[src/rtl/rgb_fade_ctrl.sv]
// RGB fade controller: accepts a target colour, then walks each duty channel
// one LSB per divided step toward it, with abort and a one-cycle done pulse.
module rgb_fade_ctrl #(
   parameter int WIDTH     = 8,
   parameter int DIV_WIDTH = 8
) (
   input  logic                 clk,
   input  logic                 reset,
   input  logic                 tgt_valid,
   output logic                 tgt_ready,
   input  logic [WIDTH-1:0]     tgt_r,
   input  logic [WIDTH-1:0]     tgt_g,
   input  logic [WIDTH-1:0]     tgt_b,
   input  logic [DIV_WIDTH-1:0] step_div,
   input  logic                 abort,
   output logic [WIDTH-1:0]     duty_r,
   output logic [WIDTH-1:0]     duty_g,
   output logic [WIDTH-1:0]     duty_b,
   output logic                 busy,
   output logic                 done
);

   typedef enum logic [1:0] {IDLE, FADE, DONE} state_t;

   state_t               state_q, state_d;
   logic [WIDTH-1:0]     duty_r_q, duty_r_d, duty_g_q, duty_g_d, duty_b_q, duty_b_d;
   logic [WIDTH-1:0]     tgt_r_q, tgt_r_d, tgt_g_q, tgt_g_d, tgt_b_q, tgt_b_d;
   logic [DIV_WIDTH-1:0] div_q, div_d, pre_q, pre_d;
   logic [WIDTH-1:0]     nxt_r, nxt_g, nxt_b;
   logic                 step;

   // Moving strictly toward the target can never wrap past either rail.
   function automatic logic [WIDTH-1:0] step_toward(input logic [WIDTH-1:0] cur,
                                                   input logic [WIDTH-1:0] tgt);
      if (cur < tgt)      return cur + WIDTH'(1);
      else if (cur > tgt) return cur - WIDTH'(1);
      else                return cur;
   endfunction

   assign nxt_r = step_toward(duty_r_q, tgt_r_q);
   assign nxt_g = step_toward(duty_g_q, tgt_g_q);
   assign nxt_b = step_toward(duty_b_q, tgt_b_q);
   assign step  = (pre_q == div_q - DIV_WIDTH'(1));

   always_comb begin
      state_d  = state_q;
      duty_r_d = duty_r_q;
      duty_g_d = duty_g_q;
      duty_b_d = duty_b_q;
      tgt_r_d  = tgt_r_q;
      tgt_g_d  = tgt_g_q;
      tgt_b_d  = tgt_b_q;
      div_d    = div_q;
      pre_d    = pre_q;
      case (state_q)
         IDLE: begin
            if (tgt_valid) begin
               tgt_r_d = tgt_r;
               tgt_g_d = tgt_g;
               tgt_b_d = tgt_b;
               div_d   = (step_div == '0) ? DIV_WIDTH'(1) : step_div;
               pre_d   = '0;
               if (tgt_r == duty_r_q && tgt_g == duty_g_q && tgt_b == duty_b_q)
                  state_d = DONE;
               else
                  state_d = FADE;
            end
         end
         FADE: begin
            // Abort wins over a coinciding step so the duties freeze as seen.
            if (abort) begin
               state_d = IDLE;
            end else if (step) begin
               pre_d    = '0;
               duty_r_d = nxt_r;
               duty_g_d = nxt_g;
               duty_b_d = nxt_b;
               if (nxt_r == tgt_r_q && nxt_g == tgt_g_q && nxt_b == tgt_b_q)
                  state_d = DONE;
            end else begin
               pre_d = pre_q + DIV_WIDTH'(1);
            end
         end
         DONE:    state_d = IDLE;
         default: state_d = IDLE;
      endcase
   end

   always_ff @(posedge clk or posedge reset) begin
      if (reset) begin
         state_q  <= IDLE;
         duty_r_q <= '0;
         duty_g_q <= '0;
         duty_b_q <= '0;
         tgt_r_q  <= '0;
         tgt_g_q  <= '0;
         tgt_b_q  <= '0;
         div_q    <= '0;
         pre_q    <= '0;
      end else begin
         state_q  <= state_d;
         duty_r_q <= duty_r_d;
         duty_g_q <= duty_g_d;
         duty_b_q <= duty_b_d;
         tgt_r_q  <= tgt_r_d;
         tgt_g_q  <= tgt_g_d;
         tgt_b_q  <= tgt_b_d;
         div_q    <= div_d;
         pre_q    <= pre_d;
      end
   end

   // Status decodes straight from state so reset reaches them without a clock.
   assign tgt_ready = (state_q == IDLE);
   assign busy      = (state_q == FADE);
   assign done      = (state_q == DONE);
   assign duty_r    = duty_r_q;
   assign duty_g    = duty_g_q;
   assign duty_b    = duty_b_q;

endmodule
[config.mk]
export PLATFORM = sky130hd
export DESIGN_NAME = rgb_fade_ctrl
export DESIGN_NICKNAME = d
export VERILOG_FILES = /design/src/rtl/rgb_fade_ctrl.sv
export SDC_FILE = /design/constraint.sdc
export NUM_CORES = 1
export LEC_CHECK = 0
export BUFFER_PORTS_ARGS = -buffer_cell sky130_fd_sc_hd__buf_2
export CORE_ASPECT_RATIO = 0.6
export CORE_MARGIN = 3
export CORE_UTILIZATION = 45
export CTS_CLUSTER_DIAMETER = 50
export CTS_CLUSTER_SIZE = 10
export DETAILED_ROUTE_END_ITERATION = 6
export PLACE_DENSITY_LB_ADDON = 0.25
export SLEW_MARGIN = 30
export SYNTH_ARGS = -nofsm -noshare
export SYNTH_HDL_FRONTEND = slang
export SYNTH_SLANG_ARGS = --single-unit
[constraint.sdc]
create_clock -name clk -period 3.08 [get_ports clk]
set_input_delay 0 -clock clk [delete_from_list [all_inputs] [get_ports clk]]
set_output_delay 0 -clock clk [all_outputs]
set_load 0.005 [all_outputs]
# Yosys cells after proc, flatten, opt, wreduce, memory -nomap -nowiden

Index checks and enable logic that the tools add are counted.

Register bits after elaboration: 66
Input bits: 36
Output and inout bits: 27
Word-level logic and storage cells: 65

$add $sub $neg: 8
$lt $le $gt $ge: 6
Equal/unequal tests: 13
Mux-type cells: 17
Bitwise operators: 1
Reductions and logical operators: 11

Operator list:

| operator                                                              | count |
|---|---|
| 8-bit two-way mux                                                     | 10 |
| 8-bit equality test                                                   | 7 |
| 8-bit by 1-bit adder with 8-bit output, second input constant         | 4 |
| 8-bit by 1-bit subtractor with 8-bit output, second input constant    | 4 |
| 8-bit > comparator                                                    | 3 |
| 8-bit less-than comparator                                            | 3 |
| 8-bit one-hot mux with 2 select lines                                 | 1 |
| 2-bit two-way mux                                                     | 5 |
| 3-bit AND reduction                                                   | 3 |
| 8-bit logical NOT                                                     | 1 |
| 3-bit by 2-bit != test with 1-bit output, second input constant       | 2 |
| 1-bit logical AND                                                     | 4 |
| 2-bit != test, second input constant                                  | 2 |
| 2-bit one-hot mux with 2 select lines                                 | 1 |
| 2-bit by 1-bit equality test with 1-bit output, second input constant | 1 |
| 2-bit equality test, second input constant                            | 1 |
| 2-bit logical NOT                                                     | 1 |
| 2-bit AND reduction                                                   | 1 |
| 2-bit nonzero test                                                    | 1 |
| 1-bit inverter                                                        | 1 |

# Longest topological paths before layout

Gate-level depths: netlist (run 1).

Word-level depth: 10
Mapped depth: 13
Depth with buffers taken out: 11

# Least setup slack after synthesis (run 1)

Ideal clock, no wire load.

Kind: reg-to-reg
Start point: register duty_b_q[0] (netlist: duty_b[0])
End point: register state_q[0]
Setup time: 0.118 ns
Arrival time: 2.637 ns
Required time: 2.962 ns
Setup slack: 0.325 ns
Stages on the path, launching flop included: 14
Period minus slack after synthesis: 2.755 ns
Cell sequence: dfrtp_1 clkbuf_1 inv_1 ha_1 nand4_1 or2_0 buf_2 a32oi_1 o2111ai_1 a2111oi_0 nand4_1 nor4_2 nand4_1 a21o_1

Word-level cells in the longest chain between the ends: 7
Elaborated cells on any way between the ends: 15
Classes of those cells: 2 x add/sub; 2 x order compare; 3 x eq/ne; 5 x mux; 3 x reduce/logical

Ends and longest elaborated chain:

| item                                                                                     | line | source |
|---|---|---|
| start, declared                                                                          | 26   | `logic [WIDTH-1:0] duty_r_q, duty_r_d, duty_g_q, duty_g_d, duty_b_q, duty_b_d;` |
| start signal, assigned                                                                   | 104  | `duty_b_q <= duty_b_d;` |
| 8-bit by 1-bit subtractor with 8-bit output / 8-bit > comparator (equally long branches) | 36   | `else if (cur > tgt) return cur - WIDTH'(1);` |
| 8-bit two-way mux                                                                        | 36   |  |
| 8-bit two-way mux                                                                        | 35   | `if (cur < tgt) return cur + WIDTH'(1);` |
| 8-bit equality test                                                                      | 78   | `if (nxt_r == tgt_r_q && nxt_g == tgt_g_q && nxt_b == tgt_b_q)` |
| 1-bit logical AND                                                                        | 78   |  |
| 3-bit by 2-bit != test with 1-bit output (no source line)                                | -    |  |
| 3-bit AND reduction (no source line)                                                     | -    |  |
| end signal, assigned                                                                     | 101  | `state_q <= state_d;` |
| end, declared                                                                            | 25   | `state_t state_q, state_d;` |

Several ways; a longest one is shown, not always the timed one. The select of a mux whose other input is x is not followed.
A chain may end at the register's enable or synchronous reset.

# Worst setup path after layout (run 1)

Start point: register tgt_r_q[1]
End point: register state_q[0]

Word-level cells in the longest chain between the ends: 8
Elaborated cells on any way between the ends: 9
Classes of those cells: 2 x order compare; 2 x eq/ne; 2 x mux; 3 x reduce/logical

Ends and longest elaborated chain:

| item                                                        | line | source |
|---|---|---|
| start, declared                                             | 27   | `logic [WIDTH-1:0] tgt_r_q, tgt_r_d, tgt_g_q, tgt_g_d, tgt_b_q, tgt_b_d;` |
| start signal, assigned                                      | 105  | `tgt_r_q <= tgt_r_d;` |
| 8-bit > comparator                                          | 36   |  |
| 8-bit two-way mux                                           | 36   |  |
| 8-bit two-way mux                                           | 35   |  |
| 8-bit equality test *                                       | 78   |  |
| 1-bit logical AND * (2 in series)                           | 78   |  |
| 3-bit by 2-bit != test with 1-bit output (no source line) * | -    |  |
| 3-bit AND reduction (no source line) *                      | -    |  |

Mark *: on every way between the ends. The rest lies on a longest branch, timed or not.

==> results of run 1 <==
## synthesized netlist by cell type (3+ instances only)
cell type / number / area (µm²)
o21ai_1: 6 / 30.0
a21o_1: 3 / 22.5
o2111ai_1: 4 / 35.0
nor2_1: 39 / 146
o31ai_1: 3 / 22.5
and3_1: 6 / 37.5
nand2b_1: 5 / 31.3
clkbuf_1: 23 / 86.3
nand3_1: 19 / 95.1
mux2_2: 9 / 101
nand4_1: 13 / 81.3
xor2_1: 39 / 342
nor3_1: 16 / 80.1
mux2i_1: 4 / 40.0
ha_1: 32 / 400
nand2_1: 57 / 214
a31oi_1: 7 / 43.8
a21oi_1: 22 / 110
o211ai_1: 10 / 75.1
dfrtp_1: 66 / 1650
nor4_1: 11 / 68.8
xnor2_1: 58 / 508
inv_1: 37 / 139
nor4_2: 4 / 50.1
buf_2: 4 / 20.0
o22ai_1: 5 / 31.3
nor2b_1: 6 / 37.5
nor2_2: 6 / 37.5
o21ai_0: 51 / 255
## worst min-delay path, delay by kind of cell
family | cells | cell delay [ps]
AO/OA/AOI/OAI | 1 | 70
AND/OR/NAND/NOR | 2 | 230
buffers and inverters | 1 | 90
## routing by layer
metal / track usage / up-vias / wire length, µm
met5: 0 / - / 0
met2: 0.348 / 219 / 6680
li1: - / 2444 / -
met1: 0.363 / 2468 / 7840
met4: 0.0736 / 0 / 325
met3: 0.0692 / 38 / 1380
## area by class of cell
type	instances	area, µm²	area share
clock inverters	5	104	0.0152
inverters	37	139	0.0204
repair buffers	137	962	0.141
flip-flops and latches	66	1650	0.242
clock buffers	10	229	0.0336
multi-input cells	490	3530	0.518
well taps	160	200	0.0294
## through the flow
stage / instance area, µm² / total power, mW / instances / setup WS [ps]
global placement: 6010 / 3.79 / 851 / 115
floorplan: 5360 / 3.15 / 623 / 325
finish: 6820 / 5.25 / 905 / 177
global route: 6820 / 5.61 / 905 / 1.09
CTS: 6680 / 5.11 / 900 / 17.4
detailed placement: 6010 / 3.86 / 851 / 49.0
## power by group through the flow
stage / Sequential (mW) / Clock [mW] / Combinational, mW
6_report: 1.38 / 1.19 / 2.67
4_1_cts: 1.38 / 1.21 / 2.52
3_5_place_dp: 1.39 / 0 / 2.47
5_1_grt: 1.42 / 1.25 / 2.95
3_3_place_gp: 1.37 / 0 / 2.42
2_1_floorplan: 1.35 / 0 / 1.80
## worst max-delay path by stage
stage	from	to	slack (ps)
5_1_grt	duty_b[7]	state_q[0]	1
4_1_cts	duty_g[7]	state_q[0]	20
3_3_place_gp	tgt_g_q[1]	state_q[0]	110
3_5_place_dp	duty_g[7]	state_q[0]	50
2_1_floorplan	duty_b[0]	state_q[0]	320
6_report	tgt_r_q[1]	state_q[0]	180
## kinds of logic (layout without fill, tap and decap cells)
family                     after synthesis  count (layout)  synth area share
DFF                                     66              66             0.308
AOI/OAI and AO/OA                      144             144             0.180
buffers and inverters                   67             189            0.0514
xor gates and xnor gates                97              97             0.159
muxes                                   13              13            0.0264
adders and majority gates               32              32            0.0747
and+or+nand+nor                        204             204             0.200
## sequential cells by signal, summed over array words and instances (netlist names)
signal   flops
div_q        8
duty_b       8
duty_g       8
duty_r       8
pre_q        8
tgt_b_q      8
tgt_g_q      8
tgt_r_q      8
state_q      2
## cell usage in the layout, fill, tap and decap left out, drive strengths merged, types with 4 or more instances in the layout
master,Yosys,final
or2,4,4
nor4,15,15
a21oi,24,24
mux2,9,9
nand3,19,19
nand2b,6,6
mux2i,4,4
o2111ai,4,4
buf,7,103
nor2b,7,7
xor2,39,39
nor2,46,46
ha,32,32
a31oi,8,8
o21ai,58,58
nand4,15,15
xnor2,58,58
nand2,57,57
nor3,18,18
inv,37,37
o22ai,5,5
dfrtp,66,66
o211ai,11,11
and3,6,6
clkbuf,23,10
dlygate4sd3,0,34
## what timing repair did
item | CTS | global route
endpoints found under the hold margin | 99 | 0
setup buffers | 0 | 5
endpoints found under the setup margin | 0 | 2
hold buffers | 34 | 0
resized for setup | 0 | 26
==> impl_metrics.json, run 1 <==
{
  "pwr-share-seq": 0.264,
  "p_leak_nw": 3.00,
  "synthCells": 623,
  "maxCapViolations": 0,
  "die_h_um": 90.5,
  "portBuffers": 62,
  "worst-path-stages": 11,
  "root_buffer": "clkbuf_16",
  "crit_required_ps": 3310,
  "grt_usage": 0.246,
  "ys_ff_latch": 66,
  "cts_tree": "built",
  "cts.clk_slew.worst_paths_ps": 60,
  "clockBufferDepth": 2,
  "switching_share": 0.422,
  "ir_drop_uv": 340,
  "status": "completed",
  "ys_warn_count": 0,
  "min_to": "pre_q[2]",
  "setup_violations": 0,
  "die_w_um": 147,
  "synth_nets": 691,
  "vias_per_cell": 5.71,
  "fmax_mhz": 345,
  "worstHoldStart": "abort",
  "async_flop_share": 1.00,
  "p_clk_frac": 0.228,
  "grt_remaining_overflow": 0,
  "grt_pass1_wl_mm": 26.2,
  "clock_latency_ps": 340,
  "wl_per_cell_um": 17.9,
  "reg2reg_slack_ps": 180,
  "ys_seq_area_frac": 0.308,
  "first_global_vias": 4944,
  "final_antenna_net_count": 0,
  "path_class": "reg -> reg",
  "synth.distinct_cells": 75,
  "slowest_delay_ps": 600,
  "p_switching_mw": 2.22,
  "cp_cell_sequence": "inv_1 -> ha_1 -> nor2b_1 -> o211ai_1 -> a21oi_4 -> nor4_1 -> a311o_1 -> o21ai_0 -> nor3_1 -> nand4_1 -> a21o_1",
  "route.detailed.drc": 0,
  "hold_depth": 4,
  "cp_num_buf_inv": 1,
  "die_area_um2": 13300,
  "gp_congestion": 0.963,
  "cts_made_buffers": 9,
  "end_kind": "flop",
  "routed-via-count": 5169,
  "htree_levels": 3,
  "fin_nets": 809,
  "grt_start_max_net_pins": 67,
  "hp-class": "in -> reg",
  "path_delay_family": "simple AND/OR/NAND/NOR gates",
  "finalHoldWorstSlack_ps": 89.2,
  "fill_cells": 1003,
  "placementRows": 30,
  "synth_edf_count": 0,
  "finalMaxSlewViolations": 0,
  "antenna_found_initial": 0,
  "area_delta_synth_final_pct": 27.2,
  "start_kind": "flop",
  "p_int_mw": 3.03,
  "drt_iter0_markers": 545,
  "relSlewSlack": 0.558,
  "synth-main-ff-cell": "dfrtp_1",
  "rsz0062_at_grt": "false",
  "initial_core_util": 0.468,
  "pwr-share-comb": 0.509,
  "clock-sinks": 66,
  "hold_viol": 0,
  "fin_crit_sh": 0.942,
  "cellPowerDensity_nw_per_um2": 770,
  "first_pass_iters": 5,
  "hpwl_mm": 11.9,
  "arrival_ps": 3130,
  "reg2reg_depth": 11,
  "drive_above_1_share": 0.228,
  "path_max_fanout": 9,
  "fp.coreArea_um2": 11400,
  "worst_slew_pin_slew_ps": 664,
  "ios": 63,
  "netlist_area_um2": 5360,
  "diodes": 0,
  "timing.final.crit_period_ps": 2900,
  "drt_wl_total_mm": 16.2,
  "fin_util": 0.595,
  "reg2reg_to": "state_q[0]",
  "tns_ps": 0,
  "r2r-start": "tgt_r_q[1]",
  "cpMaxStageDelayCell": "nor4_1",
  "fin_skew_ps": 8.62,
  "syn_area_per_cell_um2": 8.60
}
(Power assumes the default switching activity.)
==> inputs of run 2 (changes only) <==
- GPL_TIMING_DRIVEN: default -> 0
- HOLD_SLACK_MARGIN: default -> 0.02
==> run 2 against run 1 <==
Against the previous run:
- via count up 3.2%
- routed wire length up 5.6%
- cell area about the same
- highest routed layer unchanged
- sequential share of layout area up 0.087 points
- hold slack worse by 7.1 ps
- global-route usage up 0.56 points
- sequential cell count unchanged
- critical path type unchanged
- register-to-register slack worse by 120 ps
- largest cell class unchanged
- combinational power up 4%
- clock power about the same
==> impl_metrics.json, run 2 (synthesis gave the netlist of run 1 again) <==
{
  "status": "completed",
  "wl_per_cell_um": 18.8,
  "antenna_found_initial": 0,
  "hold_viol": 0,
  "worst_slew_pin_slew_ps": 729,
  "final_cell_mix": "buf_2 (66), dfrtp_1 (61), nand2_1 (57), xnor2_1 (57), o21ai_0 (50)",
  "die_w_um": 147,
  "fill_cells": 987,
  "crit_required_ps": 3310,
  "clock-sinks": 66,
  "grt_pass1_wl_mm": 26.4,
  "path_delay_family": "compound AO/OA/AOI/OAI gates",
  "path_class": "reg -> reg",
  "die_area_um2": 13300,
  "placed_cell_area_um2": 5890,
  "seq_area_um2": 1660,
  "fin_nets": 813,
  "drive_above_1_share": 0.220,
  "root_buffer": "clkbuf_16",
  "fin_area_um2": 6820,
  "first_global_vias": 4815,
  "cpMaxStageDelayCell": "o41a_1",
  "htree_levels": 3,
  "power_mw": 5.35,
  "gp_congestion": 0.920,
  "initial_core_util": 0.468,
  "setup_violations": 0,
  "first_pass_iters": 5,
  "fp.coreArea_um2": 11400,
  "area_delta_synth_final_pct": 27.3,
  "fmax_mhz": 330,
  "cts_made_buffers": 9,
  "maxCapViolations": 0,
  "drt_wl_total_mm": 17.1,
  "clockBufferDepth": 2,
  "ios": 63,
  "vias_per_cell": 5.86,
  "drt_iter0_markers": 470,
  "finalMaxSlewViolations": 0,
  "arrival_ps": 3260,
  "cp_num_buf_inv": 2,
  "final_common_cell": "buf_2",
  "end_kind": "flop",
  "clock_latency_ps": 340,
  "portBuffers": 62,
  "path_max_fanout": 9,
  "multi_input_area_um2": 3560,
  "start_kind": "flop",
  "final_antenna_net_count": 0,
  "cts.clk_slew.worst_paths_ps": 60,
  "placementRows": 30,
  "fin_skew_ps": 7.24,
  "hpwl_mm": 12.5,
  "diodes": 0,
  "die_h_um": 90.5,
  "relSlewSlack": 0.514,
  "fin_crit_sh": 0.982,
  "slowest_delay_ps": 440,
  "grt_start_max_net_pins": 38,
  "cts_tree": "built",
  "ir_drop_uv": 352,
  "p_leak_nw": 2.94,
  "route.detailed.drc": 0,
  "cellPowerDensity_nw_per_um2": 785,
  "hp-class": "in -> reg",
  "grt_usage": 0.252,
  "grt_remaining_overflow": 0,
  "cp_cell_sequence": "inv_2 -> ha_4 -> nor2b_1 -> o211ai_1 -> a21oi_2 -> nand2b_1 -> buf_4 -> o41a_1 -> xnor2_2 -> nor4_2 -> nand4_1 -> a21o_1",
  "routed-via-count": 5333,
  "timing.final.crit_period_ps": 3030
}
[run 2: layout make-up]
type | count | share of cell area
sequential | 66 | 0.243
clock buffer | 12 | 0.0391
buffer | 29 | 0.0200
inverter | 37 | 0.0207
timing repair buffer | 112 | 0.115
tap | 160 | 0.0294
multi-input combinational | 490 | 0.522
clock inverter | 4 | 0.0106
[run 2: path summary, 6_finish.rpt]
| kind | from | end | slack, ps | cells after the start |
|---|---|---|---|---|
| worst max register to register | tgt_r_q[1] | state_q[0] | 50 | 12 |
| worst min register to register | div_q[7] | div_q[7] | 540 | 1 |
| worst max-delay path | tgt_r_q[1] | state_q[0] | 50 | 12 |
| max in group asynchronous | reset | duty_g[1] | 2290 | 4 |
| min in group asynchronous | reset | div_q[5] | 210 | 3 |
| worst min-delay path | abort | pre_q[2] | 80 | 4 |
[run 2: tightest hold or removal path, cell delays in order]
cell     delay, ps
buf_2           80
nor2b_1        120
nand3_1        110
o21ai_0         70
[run 2: through the flow]
stage	cells	util	worst slack [ps]	setup TNS [ps]	hold WS [ps]
floorplan	623	-	325	0	117
global placement	845	0.512	-579	-1100	230
detailed placement	846	0.514	-529	-985	39.2
CTS	896	0.577	15.0	0	77.2
global route	910	0.595	-34.2	-34.2	109
finish	910	0.595	53.9	0	82.1
[run 2: power breakdown]
group | switching, mW | internal, mW
logic | 1.63 | 1.14
registers | 0.267 | 1.13
clock network | 0.413 | 0.774
[run 2: per-layer routing]
metal  wire length (µm)  up-vias  global-route usage
li1                   -     2460                   -
met1               8290     2583               0.388
met2               7000      263               0.347
met3               1600       27              0.0622
met4                255        0              0.0657
met5                  0        -                   0
[run 2: what timing repair did]
item / 4_1_cts / 5_1_grt
gates cloned: 0 / 0
setup endpoints to repair: 2 / 2
buffers inserted: 1 / 14
pin swaps: 1 / 12
hold endpoints to repair: 62 / 0
hold buffers: 34 / 0
resized for setup: 9 / 27
==> inputs of run 3 (changes only) <==
- ABC_AREA: default -> 1
==> run 3 against run 2 <==
Against the previous run:
- clock skew up 1.3 ps
- sequential cell count unchanged
- cell area down 3.3%
- via count up 3.6%
- fmax up 12%
- synthesized cell count up 30%
- register-to-register slack better by 330 ps
- utilization down 2.4 points
- area after synthesis up 0.91%
- sequential share of layout area up 0.74 points
- total power down 13%
- critical endpoint unchanged
- highest routed layer unchanged
==> impl_metrics.json, run 3 <==
{
  "status": "completed",
  "clock_latency_ps": 340,
  "ys_seq_area_frac": 0.306,
  "grt_usage": 0.241,
  "die_area_um2": 13400,
  "diodes": 0,
  "tns_ps": 0,
  "final_common_cell": "nand2_1",
  "fin_skew_ps": 8.57,
  "hp-class": "in -> reg",
  "fmax_mhz": 371,
  "ir_drop_uv": 301,
  "cellPowerDensity_nw_per_um2": 703,
  "worst_slew_pin_slew_ps": 648,
  "placed_cells": 1036,
  "timing.final.crit_period_ps": 2700,
  "hold_viol": 0,
  "clockBufferDepth": 2,
  "synth_nets": 881,
  "place_ws_ps": 472,
  "synth.most_common_cell": "nand2_1",
  "synthCells": 813,
  "ios": 63,
  "vias_per_cell": 5.09,
  "placed_cell_area_um2": 5950,
  "finalHoldWorstSlack_ps": 61.5,
  "p_leak_nw": 3.48,
  "fin_crit_sh": 0.875,
  "area_delta_synth_final_pct": 21.9,
  "routed-via-count": 5527,
  "worst_slack_ps": 384,
  "synth_edf_count": 0,
  "instances_no_fill": 1085,
  "synth.distinct_cells": 36,
  "fin_area_um2": 6590,
  "grt_pass1_wl_mm": 25.7,
  "netlist_area_um2": 5410,
  "route.detailed.drc": 0,
  "drt_iter0_markers": 303,
  "fin_util": 0.572,
  "relSlewSlack": 0.568,
  "final_antenna_net_count": 0,
  "cts_made_buffers": 9,
  "maxCapViolations": 0,
  "grt_start_max_net_pins": 48,
  "start_kind": "flop",
  "finalMaxSlewViolations": 0,
  "antenna_found_initial": 0,
  "final_cell_mix": "nand2_1 (275), nand3_1 (103), inv_1 (97)",
  "first_global_vias": 5059,
  "async_flop_share": 1.00,
  "clock-sinks": 66,
  "gp_congestion": 0.878,
  "drt_wl_total_mm": 15.5,
  "end_kind": "flop",
  "synth.area.top_cells": "dfrtp_1 (31%), nand2_1 (19%), nand3_1 (9.5%)",
  "rsz0062_at_grt": "false",
  "syn_area_per_cell_um2": 6.65,
  "fp.coreArea_um2": 11500,
  "synth-main-ff-cell": "dfrtp_1",
  "path_class": "reg -> reg",
  "wl_per_cell_um": 14.3,
  "ys_ff_latch": 66,
  "power_mw": 4.63,
  "setup_violations": 0,
  "yosys.area.top_type_share": 0.306,
  "drive_above_1_share": 0.143,
  "cts.clk_slew.worst_paths_ps": 60,
  "arrival_ps": 2910,
  "hpwl_mm": 11.6,
  "portBuffers": 62,
  "initial_core_util": 0.469,
  "first_pass_iters": 5,
  "synthTopCellsByCount": "nand2_1 (275), nand3_1 (103), inv_1 (98)",
  "synth_top_area_cell": "dfrtp_1",
  "cts_tree": "built",
  "ys_warn_count": 0,
  "grt_remaining_overflow": 0,
  "path_max_fanout": 10,
  "htree_levels": 3,
  "die_w_um": 147,
  "placementRows": 30,
  "crit_required_ps": 3300,
  "root_buffer": "clkbuf_16",
  "die_h_um": 90.9,
  "fin_nets": 989
}
==> run 3: changes by cell type in the layout (fill, tap and decap cells not counted), sizes merged, moves of 8 or more <==
cell,previous run,this run
a31oi,8,0
nor4,15,5
or2,4,17
xnor2,58,12
o211ai,11,0
nor2,46,55
nor3,18,7
buf,86,70
clkbuf,33,20
nand3,19,103
inv,37,99
a21oi,24,7
nand2,57,287
xor2,39,9
==> run 3: cell families after synthesis <==
| family | count (synthesis) | share of synthesized area |
|---|---|---|
| flops | 66 | 0.306 |
| mux | 8 | 0.0167 |
| compound gates | 76 | 0.0743 |
| simple gates | 494 | 0.412 |
| buf+inv | 116 | 0.0831 |
| fa+ha+maj | 32 | 0.0741 |
| xor+xnor | 21 | 0.0340 |
==> run 3: critical path: stages, from the launching register on <==
cell,delay [ps]
dfrtp_1,490
ha_1,350
a21oi_1,150
nor2_1,80
nor2_4,240
nand2_4,140
nand2_1,80
nand2_1,60
nand2_1,90
nand2_1,50
nand2_1,90
nand2_1,50
nor2_1,150
nand2_1,80
nor2_1,170
nand2_1,70
nor2_1,120
o21ai_0,100
==> run 3: final timing paths <==
kind / start / to / slack, ps / depth (start not counted)
max reg2reg: duty_r[5] / state_q[0] / 380 / 17
max in group asynchronous: reset / tgt_g_q[0] / 2360 / 4
min reg2reg: duty_g[7] / duty_g[7] / 560 / 2
min: abort / pre_q[1] / 60 / 4
max: duty_r[5] / state_q[0] / 380 / 17
min in group asynchronous: reset / div_q[4] / 190 / 3
==> run 3: layer usage <==
metal,global-route usage,wire length [µm],vias to the layer above
met5,0,0,-
met4,0.0450,127,0
met3,0.0502,1120,12
met2,0.341,6090,169
met1,0.377,8160,2509
li1,-,-,2837
==> run 3: report_power, final <==
group          switching, mW  internal, mW
logic                   1.44         0.808
registers              0.205          1.11
clock network          0.400         0.666
==> run 3: area by class of cell <==
cell class	instances	area (µm²)
Sequential cell	66	1650
Inverter	100	378
Clock inverter	4	51.3
Multi-Input combinational cell	631	3300
Tap cell	160	200
Clock buffer	11	253
Timing Repair Buffer	97	678
Fill cell	1116	4930
Buffer	16	73.8
==> run 3: timing repair <==
action / in CTS / in global routing
hold buffers: 34 / 0
gates resized for setup: 0 / 0
hold endpoints to repair: 99 / 0
setup buffers: 0 / 0
